[config.mk]
export PLATFORM = sky130hd
export DESIGN_NAME = i2c_controller_flat
export DESIGN_NICKNAME = d
export VERILOG_FILES = /design/src/rtl/i2c_controller_if.sv /design/src/rtl/i2c_controller.sv /design/src/flat_wrapper.sv
export SDC_FILE = /design/constraint.sdc
export NUM_CORES = 1
export LEC_CHECK = 0
export ABC_AREA = 1
export BUFFER_PORTS_ARGS = -buffer_cell sky130_fd_sc_hd__buf_2
export CAP_MARGIN = 20
export CORE_AREA = 2 2 107 109
export CTS_CLUSTER_DIAMETER = 150
export DETAILED_ROUTE_END_ITERATION = 8
export DIE_AREA = 0 0 109 111
export MAX_ROUTING_LAYER = met4
export PLACE_DENSITY = 0.51
export REMOVE_ABC_BUFFERS = 1
export SLEW_MARGIN = 5
export SYNTH_ARGS = -nofsm -noshare
export SYNTH_HDL_FRONTEND = slang
export SYNTH_SLANG_ARGS = --single-unit
export TNS_END_PERCENT = 5
[constraint.sdc]
create_clock -name clk -period 3.3 [get_ports clk]
set_input_delay 0.66 -clock clk [delete_from_list [all_inputs] [get_ports clk]]
set_output_delay 0.66 -clock clk [all_outputs]
set_load 0.03 [all_outputs]
[src/rtl/i2c_controller_if.sv]
// rtl/i2c_controller_if.sv - command/response handshake and open-drain bus signals of i2c_controller
interface i2c_controller_if;
  logic       cmd_valid;
  logic       cmd_ready;
  logic [1:0] cmd_op;
  logic [7:0] cmd_data;
  logic       cmd_nack_last;
  logic       rsp_valid;
  logic [7:0] rsp_data;
  logic       rsp_nack;
  logic       busy;
  logic       scl_in;
  logic       sda_in;
  logic       scl_oe;
  logic       sda_oe;

  modport slave (
    input  cmd_valid, cmd_op, cmd_data, cmd_nack_last, scl_in, sda_in,
    output cmd_ready, rsp_valid, rsp_data, rsp_nack, busy, scl_oe, sda_oe
  );

  modport master (
    output cmd_valid, cmd_op, cmd_data, cmd_nack_last, scl_in, sda_in,
    input  cmd_ready, rsp_valid, rsp_data, rsp_nack, busy, scl_oe, sda_oe
  );
endinterface

[src/rtl/i2c_controller.sv]
// rtl/i2c_controller.sv - byte-level I2C bus initiator: START/rSTART/STOP/WRITE/READ with clock stretching
module i2c_controller #(
  parameter int CLK_DIV = 5
) (
  input  logic              clk,
  input  logic              rst_n,
  i2c_controller_if.slave   bus
);
  typedef enum logic [2:0] {IDLE, START, WRBIT, RDBIT, ACK, STOP} state_t;

  localparam logic [8:0] QTR    = 9'(CLK_DIV - 1);
  localparam logic [8:0] SETTLE = 9'(CLK_DIV + 1);
  localparam logic [8:0] HALF   = 9'(2 * CLK_DIV - 1);

  state_t     state;
  logic [1:0] phase;
  logic [8:0] cnt;
  logic [2:0] bit_cnt;
  logic [7:0] shreg;
  logic       op_rd;
  logic       nack_last;
  logic       ack_smp;
  logic [1:0] scl_sync;
  logic [1:0] sda_sync;
  logic       scl_hi;
  logic       sda_hi;

  assign scl_hi = scl_sync[1];
  assign sda_hi = sda_sync[1];

  always_ff @(posedge clk or negedge rst_n) begin
    if (!rst_n) begin
      scl_sync <= 2'b11;
      sda_sync <= 2'b11;
    end else begin
      scl_sync <= {scl_sync[0], bus.scl_in};
      sda_sync <= {sda_sync[0], bus.sda_in};
    end
  end

  always_ff @(posedge clk or negedge rst_n) begin
    if (!rst_n) begin
      state         <= IDLE;
      phase         <= 2'd0;
      cnt           <= '0;
      bit_cnt       <= '0;
      shreg         <= '0;
      op_rd         <= 1'b0;
      nack_last     <= 1'b0;
      ack_smp       <= 1'b0;
      bus.cmd_ready <= 1'b1;
      bus.rsp_valid <= 1'b0;
      bus.rsp_data  <= '0;
      bus.rsp_nack  <= 1'b0;
      bus.busy      <= 1'b0;
      bus.scl_oe    <= 1'b0;
      bus.sda_oe    <= 1'b0;
    end else begin
      bus.rsp_valid <= 1'b0;
      case (state)
        IDLE: if (bus.cmd_valid && bus.cmd_ready) begin
          cnt       <= '0;
          bit_cnt   <= '0;
          shreg     <= bus.cmd_data;
          op_rd     <= (bus.cmd_op == 2'd2);
          nack_last <= bus.cmd_nack_last;
          case (bus.cmd_op)
            2'd0: begin
              state         <= START;
              bus.cmd_ready <= 1'b0;
              bus.sda_oe    <= 1'b0;
              if (bus.busy) phase <= 2'd0;
              else begin
                phase      <= 2'd1;
                bus.scl_oe <= 1'b0;
              end
            end
            2'd1, 2'd2: if (bus.busy) begin
              state         <= (bus.cmd_op == 2'd1) ? WRBIT : RDBIT;
              phase         <= 2'd0;
              bus.cmd_ready <= 1'b0;
              bus.sda_oe    <= (bus.cmd_op == 2'd1) ? ~bus.cmd_data[7] : 1'b0;
            end else begin
              bus.rsp_valid <= 1'b1;
              bus.rsp_nack  <= 1'b1;
            end
            default: if (bus.busy) begin
              state         <= STOP;
              phase         <= 2'd0;
              bus.cmd_ready <= 1'b0;
              bus.sda_oe    <= 1'b1;
            end else begin
              bus.rsp_valid <= 1'b1;
              bus.rsp_nack  <= 1'b0;
            end
          endcase
        end
        WRBIT, RDBIT, ACK: case (phase)
          2'd0, 2'd1: if (cnt == QTR) begin
            cnt   <= '0;
            phase <= phase + 2'd1;
            if (phase == 2'd1) bus.scl_oe <= 1'b0;
          end else cnt <= cnt + 9'd1;
          // A target stretching SCL simply freezes the count here.
          2'd2: if (scl_hi) begin
            if (cnt == QTR) begin
              cnt   <= '0;
              phase <= 2'd3;
            end else cnt <= cnt + 9'd1;
          end
          default: begin
            if (cnt == '0) begin
              if (state == RDBIT) shreg <= {shreg[6:0], sda_hi};
              ack_smp <= sda_hi;
            end
            if (cnt == QTR) begin
              cnt        <= '0;
              phase      <= 2'd0;
              bus.scl_oe <= 1'b1;
              case (state)
                WRBIT: begin
                  shreg <= {shreg[6:0], 1'b0};
                  if (bit_cnt == 3'd7) begin
                    state      <= ACK;
                    bus.sda_oe <= 1'b0;
                  end else begin
                    bit_cnt    <= bit_cnt + 3'd1;
                    bus.sda_oe <= ~shreg[6];
                  end
                end
                RDBIT: if (bit_cnt == 3'd7) begin
                  state      <= ACK;
                  bus.sda_oe <= ~nack_last;
                end else bit_cnt <= bit_cnt + 3'd1;
                default: begin
                  state         <= IDLE;
                  bus.cmd_ready <= 1'b1;
                  bus.rsp_valid <= 1'b1;
                  bus.rsp_nack  <= op_rd ? nack_last : ack_smp;
                  if (op_rd) bus.rsp_data <= shreg;
                end
              endcase
            end else cnt <= cnt + 9'd1;
          end
        endcase
        START: case (phase)
          2'd0: if (cnt == QTR) begin
            cnt        <= '0;
            phase      <= 2'd1;
            bus.scl_oe <= 1'b0;
          end else cnt <= cnt + 9'd1;
          // First two cycles cover synchronizer latency whether SCL was high or just released.
          2'd1: if (cnt < 9'd2 || scl_hi) begin
            if (cnt == SETTLE) begin
              cnt        <= '0;
              phase      <= 2'd2;
              bus.sda_oe <= 1'b1;
            end else cnt <= cnt + 9'd1;
          end
          2'd2: if (cnt == HALF) begin
            cnt        <= '0;
            phase      <= 2'd3;
            bus.scl_oe <= 1'b1;
          end else cnt <= cnt + 9'd1;
          default: if (cnt == QTR) begin
            cnt           <= '0;
            state         <= IDLE;
            bus.cmd_ready <= 1'b1;
            bus.rsp_valid <= 1'b1;
            bus.rsp_nack  <= 1'b0;
            bus.busy      <= 1'b1;
          end else cnt <= cnt + 9'd1;
        endcase
        STOP: case (phase)
          2'd0: if (cnt == QTR) begin
            cnt        <= '0;
            phase      <= 2'd1;
            bus.scl_oe <= 1'b0;
          end else cnt <= cnt + 9'd1;
          2'd1: if (scl_hi) begin
            if (cnt == QTR) begin
              cnt        <= '0;
              phase      <= 2'd2;
              bus.sda_oe <= 1'b0;
            end else cnt <= cnt + 9'd1;
          end
          default: if (cnt == QTR) begin
            cnt           <= '0;
            state         <= IDLE;
            bus.cmd_ready <= 1'b1;
            bus.rsp_valid <= 1'b1;
            bus.rsp_nack  <= 1'b0;
            bus.busy      <= 1'b0;
          end else cnt <= cnt + 9'd1;
        endcase
        default: state <= IDLE;
      endcase
    end
  end
endmodule

[src/flat_wrapper.sv]
// flat-port wrapper written by rule: the top's interface ports become plain ports
module i2c_controller_flat 
#(
  parameter int CLK_DIV = 5
)
  (clk, rst_n, bus_cmd_valid, bus_cmd_op, bus_cmd_data, bus_cmd_nack_last, bus_scl_in, bus_sda_in, bus_cmd_ready, bus_rsp_valid, bus_rsp_data, bus_rsp_nack, bus_busy, bus_scl_oe, bus_sda_oe);
  i2c_controller_if bus_i ();
  input  logic clk;
  input  logic rst_n;
  input wire logic [$bits(bus_i.cmd_valid)-1:0] bus_cmd_valid;
  input wire logic [$bits(bus_i.cmd_op)-1:0] bus_cmd_op;
  input wire logic [$bits(bus_i.cmd_data)-1:0] bus_cmd_data;
  input wire logic [$bits(bus_i.cmd_nack_last)-1:0] bus_cmd_nack_last;
  input wire logic [$bits(bus_i.scl_in)-1:0] bus_scl_in;
  input wire logic [$bits(bus_i.sda_in)-1:0] bus_sda_in;
  output wire logic [$bits(bus_i.cmd_ready)-1:0] bus_cmd_ready;
  output wire logic [$bits(bus_i.rsp_valid)-1:0] bus_rsp_valid;
  output wire logic [$bits(bus_i.rsp_data)-1:0] bus_rsp_data;
  output wire logic [$bits(bus_i.rsp_nack)-1:0] bus_rsp_nack;
  output wire logic [$bits(bus_i.busy)-1:0] bus_busy;
  output wire logic [$bits(bus_i.scl_oe)-1:0] bus_scl_oe;
  output wire logic [$bits(bus_i.sda_oe)-1:0] bus_sda_oe;
  assign bus_i.cmd_valid = bus_cmd_valid;
  assign bus_i.cmd_op = bus_cmd_op;
  assign bus_i.cmd_data = bus_cmd_data;
  assign bus_i.cmd_nack_last = bus_cmd_nack_last;
  assign bus_i.scl_in = bus_scl_in;
  assign bus_i.sda_in = bus_sda_in;
  assign bus_cmd_ready = bus_i.cmd_ready;
  assign bus_rsp_valid = bus_i.rsp_valid;
  assign bus_rsp_data = bus_i.rsp_data;
  assign bus_rsp_nack = bus_i.rsp_nack;
  assign bus_busy = bus_i.busy;
  assign bus_scl_oe = bus_i.scl_oe;
  assign bus_sda_oe = bus_i.sda_oe;
  i2c_controller #(.CLK_DIV(CLK_DIV)) u_core (.clk(clk), .rst_n(rst_n), .bus(bus_i));
endmodule
Yosys cells after proc, flatten, opt, wreduce, memory -nomap -nowiden. Index checks and enable logic that the tools add are counted.

Reduce and logical (&&, ||, !) cells: 27. Multiplexer cells: 117. Bitwise logic cells: 5. Order comparisons: 1. Equal/unequal tests: 48. Add/subtract/negate cells: 3.

Operators with widths (count): 9-bit 2-to-1 mux (8); 1-bit 2-to-1 mux (54); 8-bit 2-to-1 mux (6); 3-bit 2-to-1 mux (15); 9-bit case mux with 4 select lines (1); 2-bit 2-to-1 mux (13); 3-bit by 2-bit inequality test with 1-bit output (second input constant) (7); 2-bit by 1-bit inequality test with 1-bit output (second input constant) (10); 2-bit inequality test (second input constant) (10); 1-bit case mux with 4 select lines (5); 9-bit by 3-bit equality test with 1-bit output (second input constant) (2); 9-bit case mux with 2 select lines (1); 8-bit case mux with 2 select lines (1); 8-bit AND reduction (2); 14-bit AND reduction (1); 3-bit inequality test (second input constant) (4); 1-bit case mux with 2 select lines (6); 3-bit case mux with 2 select lines (2); 3-bit case mux with 4 select lines (1); 12-bit AND reduction (1); 10-bit AND reduction (1); 5-bit AND reduction (2); 9-bit by 1-bit adder with 9-bit output (second input constant) (1); 3-bit equality test (second input constant) (3); other kinds (27) (44).

Word-level logic and storage cells: 218. Register bits after elaboration: 46. Bits of input ports: 16.

Logic depth before layout (Yosys ltp). Gate-level depths: netlist of the first run.

Word-level depth: 7. Depth in mapped cells: 13. Gate-level depth less buffers: 13.

Worst setup path before layout of the first run. OpenSTA, ideal clock, no wires.

Kind: reg-to-reg. Start point: register u_core.phase[1]. End point: register u_core.state[1]. Period minus slack after synthesis: 1.754 ns. Arrival: 1.632 ns. Buffers on the path: 1. Cell stages (with the launch flop): 12. Setup slack: 1.546 ns. Cell sequence: dfrtp_1 -> inv_1 -> ha_1 -> buf_2 -> nor2_1 -> nor2_1 -> a21oi_1 -> nand2_1 -> nor2_1 -> nand3_2 -> nor2_1 -> a21oi_1.

Word-level cells in the longest chain between the ends: 4. Elaborated cells on any way between the ends: 9. Classes of those cells: eq/ne: 5; reduce/logical: 4.

Ends and longest elaborated chain: from (decl) (line i2c_controller.sv:16) `logic [1:0] phase;`; from (signal assigned) (line i2c_controller.sv:101) `phase <= phase + 2'd1;`; 2-bit equality test, or another cell as far along (line i2c_controller.sv:98, i2c_controller.sv:146); 3-bit OR reduction (no source line) / 2-bit OR reduction (equally long branches); 2-bit inequality test (no source line); 8-bit AND reduction (no source line) (*); to (signal assigned) (line i2c_controller.sv:79) `state <= (bus.cmd_op == 2'd1) ? WRBIT : RDBIT;`; to (decl) (line i2c_controller.sv:15) `state_t state;`.

Mark *: on every way between the ends. The rest lies on a longest branch, timed or not. A chain may end at the register's enable or synchronous reset.

Worst setup path after layout of the first run.
Start point: register u_core.state[0]. End point: register u_core.bus.rsp_data[6].

Word-level cells in the longest chain between the ends: 4. Elaborated cells on any way between the ends: 7. Classes of those cells: eq/ne: 3; bitwise: 1; reduce/logical: 3.

Ends and longest elaborated chain: 3-bit by 2-bit equality test with 1-bit output (line i2c_controller.sv:60, i2c_controller.sv:120); 2-bit OR reduction (no source line); 1-bit NOT (no source line); 5-bit AND reduction (no source line) (*); to (signal assigned) (line i2c_controller.sv:140) `if (op_rd) bus.rsp_data <= shreg;`; to (decl) (line i2c_controller_if.sv:19) `output cmd_ready, rsp_valid, rsp_data, rsp_nack, busy, scl_oe, sda_oe`.

Marks and branches as above.

==> metrics.md, run 1 <==
| Metric | Value |
|---|---|
| Status | finished clean |
| Initial DRC count | 210 |
| Min setup slack post-route | 1200 ps |
| Global-route wire length before repair | 14600 um |
| Gr usage total | 0.155 |
| Chip height | 111 um |
| Switching Power | 0.275 mW |
| DRT antenna net count | 0 |
| Layout Nets | 518 |
| Full die area | 12100 sq um |
| Post_cts resized | 0 |
| Combinational share of power | 0.032 |
| Largest net degree at the start of global routing | 47 |
| Max Fclk | 477 MHz |
| Worst setup SP type | register |
| Drt wl/cell | 13.7 um |
| CTS tree | built |
| Area contributors post-synth | dfrtp_1 (32%), nand2_1 (16%), nand3_1 (8.3%), ha_1 (5.8%), inv_1 (5.6%) |
| Placer's final routability congestion estimate | 0.924 |
| Placed cells | 622 |
| Worst path arrival time | 2270 ps |
| Sequential Power Share | 0.499 |
| Syn Inst Count | 457 |
| Num ports | 30 |
| Sequential share of the synthesized area | 0.357 |
| Syn avg cell area | 7.10 sq um |
| Clock buffer depth | 2 |
| Initial cell density of the core | 0.293 |
| Hold-fix buffers, CTS | 0 |
| Worst-path clk slew | 70 ps |
| Worst R2R Start | u_core.state[0] |
| Type of the most critical hold path | in -> async |
| Ys async rst share | 1.00 |
| CP Class | reg -> reg |
| Final setup vio count | 0 |
| Final Instance Count excl. Fillers | 631 |
| Net Sw Frac | 0.241 |
| Clk pwr share | 0.469 |
| Core ar. | 11100 sq um |
| Warnings from Yosys | 0 |
| IR drop worst, VDD | 0.217 mV |
| FF-to-FF End | u_core.bus.rsp_data[6] |
| I/O Buffers | 29 |
| Filler cells | 1216 |
| Period minus WS final | 2100 ps |
| Final max-slew violation count | 0 |
| DR pass1 iterations | 5 |
| R2R depth | 8 |
| Worst-Margin Slew | 506 ps |
| Worst-path fanout max | 27 |
| Site Rows | 39 |
| Area Overhead vs Synth | 14.0% |
| Yosys reg bits | 46 |
| Syn Std Cell Area | 3240 sq um |
| Flop-to-flop setup slack | 1200 ps |
| PD cells | 308 nW/um^2 |
| Period utilisation layout | 0.635 |
| Vias per inst | 4.87 |
| Ant. Diodes | 0 |
| Max_cap viols | 0 |
| Die width | 109 um |
| Initial antenna violation count | 0 |
| Synth area leader | dfrtp_1 |
| Unrepaired setup endpoints after global routing | false |
| Root Buffer | clkbuf_16 |
| Clock Sinks | 46 |
| Unique masters post-synth | 37 |
| Worst setup EP type | register |
| Primary FF master, synth | dfrtp_1 |
| Remaining DRCs | 0 |
| HPWL Detailed | 6600 um |
| WP data required | 3470 ps |
| Leak | 1.87 nW |
| Fin Clk Skew | 4.37 ps |
| Final TNS setup | 0 ps |
| Max-slew headroom | 0.662 |
| Overflow left after global routing | 0 |
| Dpl ws | 1200 ps |
| Post-synth EDFFs | 0 |
| Wirelength, routed | 8640 um |
| Setup bufs post-CTS | 0 |
| Share of cells above drive strength 1 | 0.166 |
| DR vias | 3073 |
| Final hold violations | 0 |
| TritonCTS Buffers | 5 |
| Top cells by count, synth | nand2_1 (134), nand3_1 (54), inv_1 (48), dfrtp_1 (41), nor2_1 (36) |
| Most frequent cell after synthesis | nand2_1 |
| Vias in the first global route | 2946 |
| H-Tree Depth | 2 |
| Fraction of post-synthesis cell area in the top cell type by area | 0.316 |
| Int Power | 0.866 mW |
| Worst skew pair latency | 290 ps |
## worst max-delay path, cell delays in order, from the launching register on
cell and delay (ps):
dfrtp_1 460, nor2_1 160, nand2_1 130, nand2_4 280
inv_2 180, nor2_2 180, nand3_2 330, nand2_1 180
o21ai_2 60
## flip-flops by register name (all words and copies together), names as in the netlist, 2 cells and up
signal	count
u_core.bit_cnt	3
u_core.bus.rsp_data	8
u_core.cnt	9
u_core.phase	2
u_core.scl_sync	2
u_core.sda_sync	2
u_core.shreg	8
u_core.state	3
## routing by layer
layer  vias to the layer above  global-route usage  routed length [um]
met1                      1439               0.206                4070
met2                        74               0.248                4080
met4                         0              0.0333                 101
li1                       1549                   -                   -
met5                         -                   -                   0
met3                        11              0.0259                 391
## cell families after synthesis
logic type,synth area share
flip-flops,0.357
AO/OA/AOI/OAI,0.127
adder cells (fa/ha/maj),0.0578
XOR/XNOR,0.0162
buffers and inverters,0.0760
AND/OR/NAND/NOR,0.359
multiplexers,0.00694
## placed cells by master (no fill, tap or decap), types with 2 or more instances in the layout
master	Yosys	routed
nand2_1	134	134
nand3_1	54	54
inv_1	48	48
dfrtp_1	41	41
nor2_1	36	36
o21ai_0	31	31
buf_2	5	29
a21oi_1	16	16
ha_1	15	15
o21ai_2	9	9
o21ai_1	7	7
inv_2	6	6
xor2_1	6	6
nand2_2	5	5
nand4_1	5	5
clkbuf_16	0	5
dfstp_2	5	5
nand2_4	4	4
nor2_2	3	3
nand3_2	3	3
o211ai_1	2	2
mux2_2	2	2
o22ai_1	2	2
or2_2	2	2
nand3b_1	2	2
nor3_1	2	2
## cell type report
| type | instances | area, sq um | share of cell area |
|---|---|---|---|
| clock buffer | 5 | 125 | 0.0338 |
| sequential | 46 | 1160 | 0.313 |
| multi-input combinational | 349 | 1840 | 0.498 |
| clock inverter | 3 | 25.0 | 0.00677 |
| inverter | 55 | 206 | 0.0558 |
| timing repair buffer | 30 | 165 | 0.0447 |
| tap | 143 | 179 | 0.0484 |
## power by group through the flow
stage / clock network [mW] / registers (mW) / logic [mW]
finish: 0.535 / 0.570 / 0.0360
detailed placement: 0 / 0.581 / 0.0343
global route: 0.573 / 0.570 / 0.0424
floorplan: 0 / 0.580 / 0.00855
global placement: 0 / 0.580 / 0.0342
CTS: 0.547 / 0.570 / 0.0346
## worst max-delay path by stage
stage,start,end,slack [ps],depth (start not counted)
final,u_core.state[0],u_core.bus.rsp_data[6],1200,8
after global routing,u_core.state[0],u_core.bus.rsp_data[4],930,8
after CTS,u_core.state[0],u_core.bus.rsp_data[6],1180,8
after detailed placement,u_core.state[0],u_core.bus.rsp_data[6],1200,8
after global placement,u_core.cnt[0],u_core.bus.rsp_data[0],1250,9
after floorplan,u_core.state[0],u_core.bus.rsp_data[0],1540,8
## stage by stage
step	power [mW]	area (sq um)	hold slack [ps]	util
6_report	1.14	3700	330	0.334
3_5_place_dp	0.615	3530	348	0.319
5_1_grt	1.18	3700	359	0.334
3_3_place_gp	0.615	3530	347	0.319
4_1_cts	1.15	3680	358	0.332
2_1_floorplan	0.588	3200	345	-
Note: power is estimated with default switching activity, not from simulation.
==> inputs of run 2 (changes only) <==
--- a/config.mk
+++ b/config.mk
@@ -5,7 +5,7 @@
 export SDC_FILE = /design/constraint.sdc
 export NUM_CORES = 1
 export LEC_CHECK = 0
-export ABC_AREA = 1
+export ABC_AREA = 0
 export BUFFER_PORTS_ARGS = -buffer_cell sky130_fd_sc_hd__buf_2
 export CAP_MARGIN = 20
 export CORE_AREA = 2 2 107 109
@@ -13,7 +13,7 @@
 export DETAILED_ROUTE_END_ITERATION = 8
 export DIE_AREA = 0 0 109 111
 export MAX_ROUTING_LAYER = met4
-export PLACE_DENSITY = 0.51
+export PLACE_DENSITY = 0.52
 export REMOVE_ABC_BUFFERS = 1
 export SLEW_MARGIN = 5
 export SYNTH_ARGS = -nofsm -noshare
==> constraint.sdc (replaced) <==
create_clock -name clk -period 1.7 [get_ports clk]
set_input_delay 0.34 -clock clk [delete_from_list [all_inputs] [get_ports clk]]
set_output_delay 0.34 -clock clk [all_outputs]
set_load 0.03 [all_outputs]
==> run 2 against run 1 <==
Net effect:
- the run now ends with setup timing left
- register-to-register slack got worse by 1800 ps
- maximum frequency shrank 10%
- total power grew to 5.0 times the previous value
- critical path type unchanged
==> metrics.md, run 2 <==
| Metric | Value |
|---|---|
| Unrepaired setup endpoints after global routing | true (was false) |
| Max_cap viols | 0 (unchanged) |
| Reg area | 1160 sq um (unchanged) |
| Worst skew pair latency | 290 ps (about the same) |
| Multiplexer share of the synthesized area | 0.0862 (was 0.00694) |
| Biggest regs | u_core.cnt (9), u_core.bus.rsp_data (8), u_core.shreg (8) (unchanged) |
| Hold-fix buffers, CTS | 0 (unchanged) |
| Slowest-stage cell, CP | or4_4 (was dfrtp_1) |
| HPWL Detailed | 7860 um (was 6600 um) |
| Ant. Diodes | 0 (unchanged) |
| Violated checks | setup timing |
| Top cells by count, synth | dfrtp_1 (41), a21oi_1 (27), nor2_1 (24), nand2_1 (22), o21ai_0 (20) (was nand2_1 (134), nand3_1 (54), inv_1 (48), dfrtp_1 (41), nor2_1 (36)) |
| Worst-Margin Slew | 559 ps (was 506 ps) |
| Drt wl/cell | 15.9 um (was 13.7 um) |
| Chip height | 111 um (unchanged) |
| Area contributors post-synth | dfrtp_1 (32%), ha_1 (5.9%), mux2_2 (4.6%), a21oi_1 (4.2%), dfstp_2 (4.1%) (was dfrtp_1 (32%), nand2_1 (16%), nand3_1 (8.3%), ha_1 (5.8%), inv_1 (5.6%)) |
| Final Instance Count excl. Fillers | 637 (was 631) |
| Overflow left after global routing | 0 (unchanged) |
| Vias per inst | 5.16 (was 4.87) |
| Worst setup EP type | register (unchanged) |
| Worst path arrival time | 2520 ps (was 2270 ps) |
| Wirelength, routed | 10100 um (was 8640 um) |
| Final max-slew violation count | 0 (unchanged) |
| DR vias | 3290 (was 3073) |
| Leak | 2.26 nW (was 1.87 nW) |
| WP data required | 1880 ps (was 3470 ps) |
| Ys async rst share | 1.00 (unchanged) |
| TritonCTS Buffers | 5 (unchanged) |
| Root Buffer | clkbuf_16 (unchanged) |
| Min setup slack post-route | -638 ps (was 1200 ps) |
| Clock Sinks | 46 (unchanged) |
| Initial antenna violation count | 0 (unchanged) |
| Initial cell density of the core | 0.290 (was 0.293) |
| Sequential share of the synthesized area | 0.361 (was 0.357) |
| Primary FF master, synth | dfrtp_1 (unchanged) |
| Placed cells | 625 (was 622) |
| Unique masters post-synth | 65 (was 37) |
| Gr usage total | 0.178 (was 0.155) |
| Max-slew headroom | 0.624 (was 0.662) |
| Warnings from Yosys | 0 (unchanged) |
| Commonest non-fill, non-tap cells in the layout | buf_4 (122), dfrtp_1 (41), buf_2 (29) (was nand2_1 (134), nand3_1 (54), inv_1 (48)) |
| Die width | 109 um (unchanged) |
| Num ports | 30 (unchanged) |
| Fin Clk Skew | 5.15 ps (was 4.37 ps) |
| Status | finished with violations (was finished clean) |
| CP Class | reg -> reg (unchanged) |
| Most common cell after layout, fill and taps aside | buf_4 (was nand2_1) |
| Synth area leader | dfrtp_1 (unchanged) |
| Site Rows | 39 (unchanged) |
| Yosys reg bits | 46 (unchanged) |
| Syn Inst Count | 350 (was 457) |
| Remaining DRCs | 0 (unchanged) |
| Fraction of post-synthesis cell area in the top cell type by area | 0.320 (was 0.316) |
| Period minus WS final | 2340 ps (was 2100 ps) |
| CP max stage delay | 540 ps (was 460 ps) |
| Most frequent cell after synthesis | dfrtp_1 (was nand2_1) |
| Initial DRC count | 177 (was 210) |
| Filler cells | 1060 (was 1216) |
| Share of cells above drive strength 1 | 0.457 (was 0.166) |
| DR pass1 iterations | 4 (was 5) |
| Clock buffer depth | 2 (unchanged) |
| Layout Nets | 524 (was 518) |
| H-Tree Depth | 2 (unchanged) |
| Post-Synth Simple-Gate Area | 0.197 (was 0.359) |
| IR drop worst, VDD | 0.571 mV (was 0.217 mV) |
| PD cells | 1200 nW/um^2 (was 308 nW/um^2) |
| Most flop-heavy register | u_core.cnt (unchanged) |
| Vias in the first global route | 3343 (was 2946) |
| Final hold slack | 20.1 ps (was 330 ps) |
| Final setup vio count | 42 (was 0) |
| Max Fclk | 428 MHz (was 477 MHz) |
| Core ar. | 11100 sq um (unchanged) |
| Post-synth EDFFs | 0 (unchanged) |
| Synth Area in Adders | 0.0585 (was 0.0578) |
| Placer's final routability congestion estimate | 0.922 (was 0.924) |
| Syn Std Cell Area | 3210 sq um (was 3240 sq um) |
| Synth Area in XOR/XNOR | 0.00819 (was 0.0162) |
| DRT antenna net count | 0 (unchanged) |
| Largest net degree at the start of global routing | 47 (unchanged) |
| Area Overhead vs Synth | 49.6% (was 14.0%) |
| Power, Total | 5.76 mW (was 1.14 mW) |
| Worst setup SP type | register (unchanged) |
| Period utilisation layout | 1.38 (was 0.635) |
| I/O Buffers | 29 (unchanged) |
| Multi-input gate area | 2110 sq um (was 1840 sq um) |
| Max reg flops | 9 (unchanged) |
| Critical-path cell list | or4_4, buf_6, nor4_4, o221ai_2, a221oi_4, o211ai_4, mux2_4 (was nor2_1, nand2_1, nand2_4, inv_2, nor2_2, nand3_2, nand2_1, o21ai_2) |
| Type of the most critical hold path | in -> async (unchanged) |
| Largest family of logic cells by synthesized area | compound AO/OA/AOI/OAI gates (was simple AND/OR/NAND/NOR gates) |
| CTS tree | built (unchanged) |
| Final hold violations | 0 (unchanged) |
| Global-route wire length before repair | 16500 um (was 14600 um) |
| Dpl ws | -728 ps (was 1200 ps) |
| Worst-path fanout max | 6 (was 27) |
| Syn avg cell area | 9.17 sq um (was 7.10 sq um) |
| Full die area | 12100 sq um (unchanged) |
| Worst-path clk slew | 70 ps (about the same) |
| Synth Area in Compound Gates | 0.240 (was 0.127) |
[run 2: cell count changes after synthesis, moves of 9 or more]
cell	before	now
clkbuf_1	1	13
a21oi_1	16	27
o21ai_0	31	20
nand2_1	134	22
o21ai_2	9	0
nor2_1	36	24
mux2i_1	0	10
mux2_2	2	13
nand3_1	54	8
a31oi_1	0	9
inv_1	48	18
[run 2: worst paths after layout]
kind                                    start            endpoint  slack, ps  cells after the start
min in group clk                   bus_sda_in  u_core.sda_sync[0]        140                      1
max in group asynchronous               rst_n  u_core.scl_sync[1]       1410                      2
hold reg to reg            u_core.sda_sync[0]  u_core.sda_sync[1]        360                      0
setup reg to reg                u_core.cnt[5]     u_core.state[0]       -640                      7
setup / recovery                u_core.cnt[5]     u_core.state[0]       -640                      7
hold / removal                          rst_n     u_core.phase[1]         20                      2
[run 2: routing by layer]
metal	vias to the layer above	wire length [um]	share of wire	GRT usage
li1	1587	-	-	-
met1	1615	4680	0.46	0.233
met2	65	4950	0.49	0.285
met3	23	276	0.027	0.0200
met4	0	236	0.023	0.0581
met5	-	0	0	-
[run 2: per-stage QoR]
| step | setup TNS (ps) | cell area [sq um] | util |
|---|---|---|---|
| 2_1_floorplan | -28560 | 3120 | - |
| 3_3_place_gp | -17150 | 4390 | 0.396 |
| 3_5_place_dp | -19570 | 4390 | 0.396 |
| 4_1_cts | -16810 | 4660 | 0.421 |
| 5_1_grt | -19920 | 4800 | 0.433 |
| 6_report | -16290 | 4800 | 0.433 |
[run 2: what timing repair did]
action,in CTS,in global routing
gates resized for setup,26,25
pin swaps,5,10
setup endpoints to repair,42,42
buffers inserted,1,3
[run 2: where the power goes]
part	switching [mW]	leakage, nW	internal (mW)	total, mW
Sequential	0.139	0.595	1.31	1.45
Clock	0.495	0.0723	0.563	1.06
Combinational	1.60	1.59	1.66	3.25
[run 2: cell type report]
class                           instances  share of cell area
Multi-Input combinational cell        265               0.439
Tap cell                              143              0.0373
Clock buffer                            5              0.0261
Clock inverter                          3             0.00574
Timing Repair Buffer                  157               0.237
Inverter                               18              0.0141
Sequential cell                        46               0.241
[run 2: cells by family after synthesis]
logic type      Yosys count
flops                    46
compound gates          112
mux                      25
simple gates            110
xor+xnor                  3
buf+inv                  39
fa+ha+maj                15
[run 2: critical path: cells and delay by family (launching register included)]
kind,cells,cell delay [ps]
buf+inv,1,160
flops,1,390
mux,1,310
simple gates,2,730
compound gates,3,630
==> inputs of run 3 (changes only) <==
--- a/config.mk
+++ b/config.mk
@@ -8,13 +8,15 @@
 export ABC_AREA = 0
 export BUFFER_PORTS_ARGS = -buffer_cell sky130_fd_sc_hd__buf_2
 export CAP_MARGIN = 20
-export CORE_AREA = 2 2 107 109
+export CORE_AREA = 2 2 104 106
 export CTS_CLUSTER_DIAMETER = 150
 export DETAILED_ROUTE_END_ITERATION = 8
-export DIE_AREA = 0 0 109 111
+export DIE_AREA = 0 0 106 108
+export GPL_ROUTABILITY_DRIVEN = 0
 export MAX_ROUTING_LAYER = met4
-export PLACE_DENSITY = 0.52
+export PLACE_DENSITY = 0.54
 export REMOVE_ABC_BUFFERS = 1
+export SKIP_CTS_REPAIR_TIMING = 1
 export SLEW_MARGIN = 5
 export SYNTH_ARGS = -nofsm -noshare
 export SYNTH_HDL_FRONTEND = slang
==> run 3 against run 2 <==
Net effect:
- the run still ends with setup timing left
- non-clock buffer count shrank 6
- combinational power shrank 8.3%
- utilization increased by 1.7 points
- wire length is 5.4% lower
- largest cell class unchanged
==> metrics.md, run 3 (synthesized netlist as in run 2, its figures left out) <==
| Metric | Value |
|---|---|
| Initial antenna violation count | 0 (unchanged) |
| Area Overhead vs Synth | 43.6% (was 49.6%) |
| Die width | 106 um (was 109 um) |
| Max_cap viols | 0 (unchanged) |
| TritonCTS Buffers | 5 (unchanged) |
| Int Power | 3.10 mW (was 3.53 mW) |
| Filler cells | 1007 (was 1060) |
| Final Instance Count excl. Fillers | 624 (was 637) |
| Vias per inst | 5.13 (was 5.16) |
| Worst path arrival time | 2490 ps (was 2520 ps) |
| Ant. Diodes | 0 (unchanged) |
| Site Rows | 37 (was 39) |
| Most flop-heavy register | u_core.cnt (unchanged) |
| Period minus WS final | 2290 ps (was 2340 ps) |
| Gr usage total | 0.177 (was 0.178) |
| Biggest regs | u_core.cnt (9), u_core.bus.rsp_data (8), u_core.shreg (8) (unchanged) |
| Critical-path cell list | or4_1, buf_6, nor4_4, o221ai_2, a221oi_4, o211ai_4, mux2_4 (was or4_4, buf_6, nor4_4, o221ai_2, a221oi_4, o211ai_4, mux2_4) |
| I/O Buffers | 29 (unchanged) |
| Final max-slew violation count | 0 (unchanged) |
| DR pass1 iterations | 4 (unchanged) |
| HPWL Detailed | 7540 um (was 7860 um) |
| Combinational share of power | 0.575 (was 0.565) |
| Slowest-stage cell, CP | or4_1 (was or4_4) |
| CP max stage delay | 530 ps (was 540 ps) |
| Worst R2R Start | u_core.cnt[5] (unchanged) |
| Clk pwr share | 0.146 (was 0.184) |
| Critical Path Start | u_core.cnt[5] (unchanged) |
| Worst setup EP type | register (unchanged) |
| Max reg flops | 9 (unchanged) |
| Clock Sinks | 46 (unchanged) |
| Fin Clk Skew | 12.3 ps (was 5.15 ps) |
| Remaining DRCs | 0 (unchanged) |
| Worst-path clk slew | 110 ps (was 70 ps) |
| Max Fclk | 436 MHz (was 428 MHz) |
| Vias in the first global route | 3220 (was 3343) |
| Layout Nets | 518 (was 524) |
| Clock buffer depth | 2 (unchanged) |
| WP data required | 1900 ps (was 1880 ps) |
| Initial cell density of the core | 0.314 (was 0.290) |
| Largest net degree at the start of global routing | 37 (was 47) |
| Violated checks | setup timing (unchanged) |
| Commonest non-fill, non-tap cells in the layout | buf_4 (116), dfrtp_1 (41), buf_2 (29) (was buf_4 (122), dfrtp_1 (41), buf_2 (29)) |
| PD cells | 1120 nW/um^2 (was 1200 nW/um^2) |
| Drt wl/cell | 15.4 um (was 15.9 um) |
| Final TNS setup | -14240 ps (was -16290 ps) |
| Power, Total | 5.18 mW (was 5.76 mW) |
| Final hold violations | 0 (unchanged) |
| Share of cells above drive strength 1 | 0.428 (was 0.457) |
| Leak | 2.20 nW (was 2.26 nW) |
| Flop-to-flop setup slack | -590 ps (was -640 ps) |
| Worst-Margin Slew | 542 ps (was 559 ps) |
| Period utilisation layout | 1.35 (was 1.38) |
| Worst setup SP type | register (unchanged) |
| CTS tree | built (unchanged) |
| Unrepaired setup endpoints after global routing | true (unchanged) |
| Status | finished with violations (unchanged) |
| R2R depth | 7 (unchanged) |
| Most common cell after layout, fill and taps aside | buf_4 (unchanged) |
| Sequential Power Share | 0.279 (was 0.251) |
| DR vias | 3201 (was 3290) |
| Initial DRC count | 202 (was 177) |
| Worst-path fanout max | 6 (unchanged) |
| Type of the most critical hold path | in -> reg (was in -> async) |
| Num ports | 30 (unchanged) |
| Final setup vio count | 42 (unchanged) |
| Wirelength, routed | 9600 um (was 10100 um) |
| Global-route wire length before repair | 15700 um (was 16500 um) |
| Chip height | 108 um (was 111 um) |
| IR drop worst, VDD | 0.487 mV (was 0.571 mV) |
| CP Class | reg -> reg (unchanged) |
| Root Buffer | clkbuf_8 (was clkbuf_16) |
| DRT antenna net count | 0 (unchanged) |
| FF-to-FF End | u_core.state[2] (was u_core.state[0]) |
| Worst skew pair latency | 310 ps (was 290 ps) |
| Max-slew headroom | 0.635 (was 0.624) |
| End of the critical path | u_core.state[2] (was u_core.state[0]) |
| Net Sw Frac | 0.401 (was 0.387) |
| Full die area | 11400 sq um (was 12100 sq um) |
| H-Tree Depth | 2 (unchanged) |
| Min setup slack post-route | -591 ps (was -638 ps) |
| Placed cells | 612 (was 625) |
| Core ar. | 10200 sq um (was 11100 sq um) |
| Switching Power | 2.08 mW (was 2.23 mW) |
| Overflow left after global routing | 0 (unchanged) |
==> run 3: cell type report <==
cell class / instances / area (sq um) / area share
clock inverters: 3 / 28.8 / 0.00624
repair buffers: 151 / 1090 / 0.237
clock buffers: 5 / 68.8 / 0.0149
multi-input cells: 265 / 2020 / 0.439
flip-flops and latches: 46 / 1160 / 0.251
well taps: 136 / 170 / 0.0369
inverters: 18 / 67.6 / 0.0147
==> run 3: worst min-delay path by stage <==
stage                                end  cells past startpoint  startpoint
finish                u_core.sda_sync[0]                      1  bus_sda_in
global route          u_core.sda_sync[0]                      1  bus_sda_in
CTS                    u_core.bus.scl_oe                      1       rst_n
detailed placement  u_core.bus.rsp_valid                      1       rst_n
global placement    u_core.bus.rsp_valid                      1       rst_n
floorplan                 u_core.ack_smp                      0       rst_n
==> run 3: metal layers <==
layer / GRT usage / wire length (um) / up-vias
li1: - / - / 1566
met1: 0.233 / 4540 / 1573
met2: 0.289 / 4660 / 56
met3: 0.0247 / 320 / 6
met4: 0.0414 / 82 / 0
met5: - / 0 / -
==> run 3: critical path, delay by kind of cell, from the launching register on <==
kind                   cells  cell delay [ps]
AOI/OAI and AO/OA          3              580
buffers and inverters      1              160
DFF                        1              390
muxes                      1              320
and+or+nand+nor            2              720
==> run 3: per-stage QoR <==
stage	hold WS (ps)	worst slack, ps	cell area, sq um	utilization
3_5_place_dp	248	-646	4330	0.424
6_report	121	-591	4610	0.450
5_1_grt	98.4	-700	4610	0.450
3_3_place_gp	247	-594	4330	0.424
4_1_cts	-97.5	-667	4430	0.433
2_1_floorplan	44.4	-1150	3120	-
==> run 3: power groups by stage <==
| stage | registers, mW | logic, mW | clock network (mW) |
|---|---|---|---|
| 2_1_floorplan | 1.53 | 1.38 | 0 |
| 3_3_place_gp | 1.45 | 2.74 | 0 |
| 3_5_place_dp | 1.47 | 2.77 | 0 |
| 4_1_cts | 1.44 | 2.78 | 0.784 |
| 5_1_grt | 1.47 | 3.24 | 0.844 |
| 6_report | 1.44 | 2.98 | 0.756 |
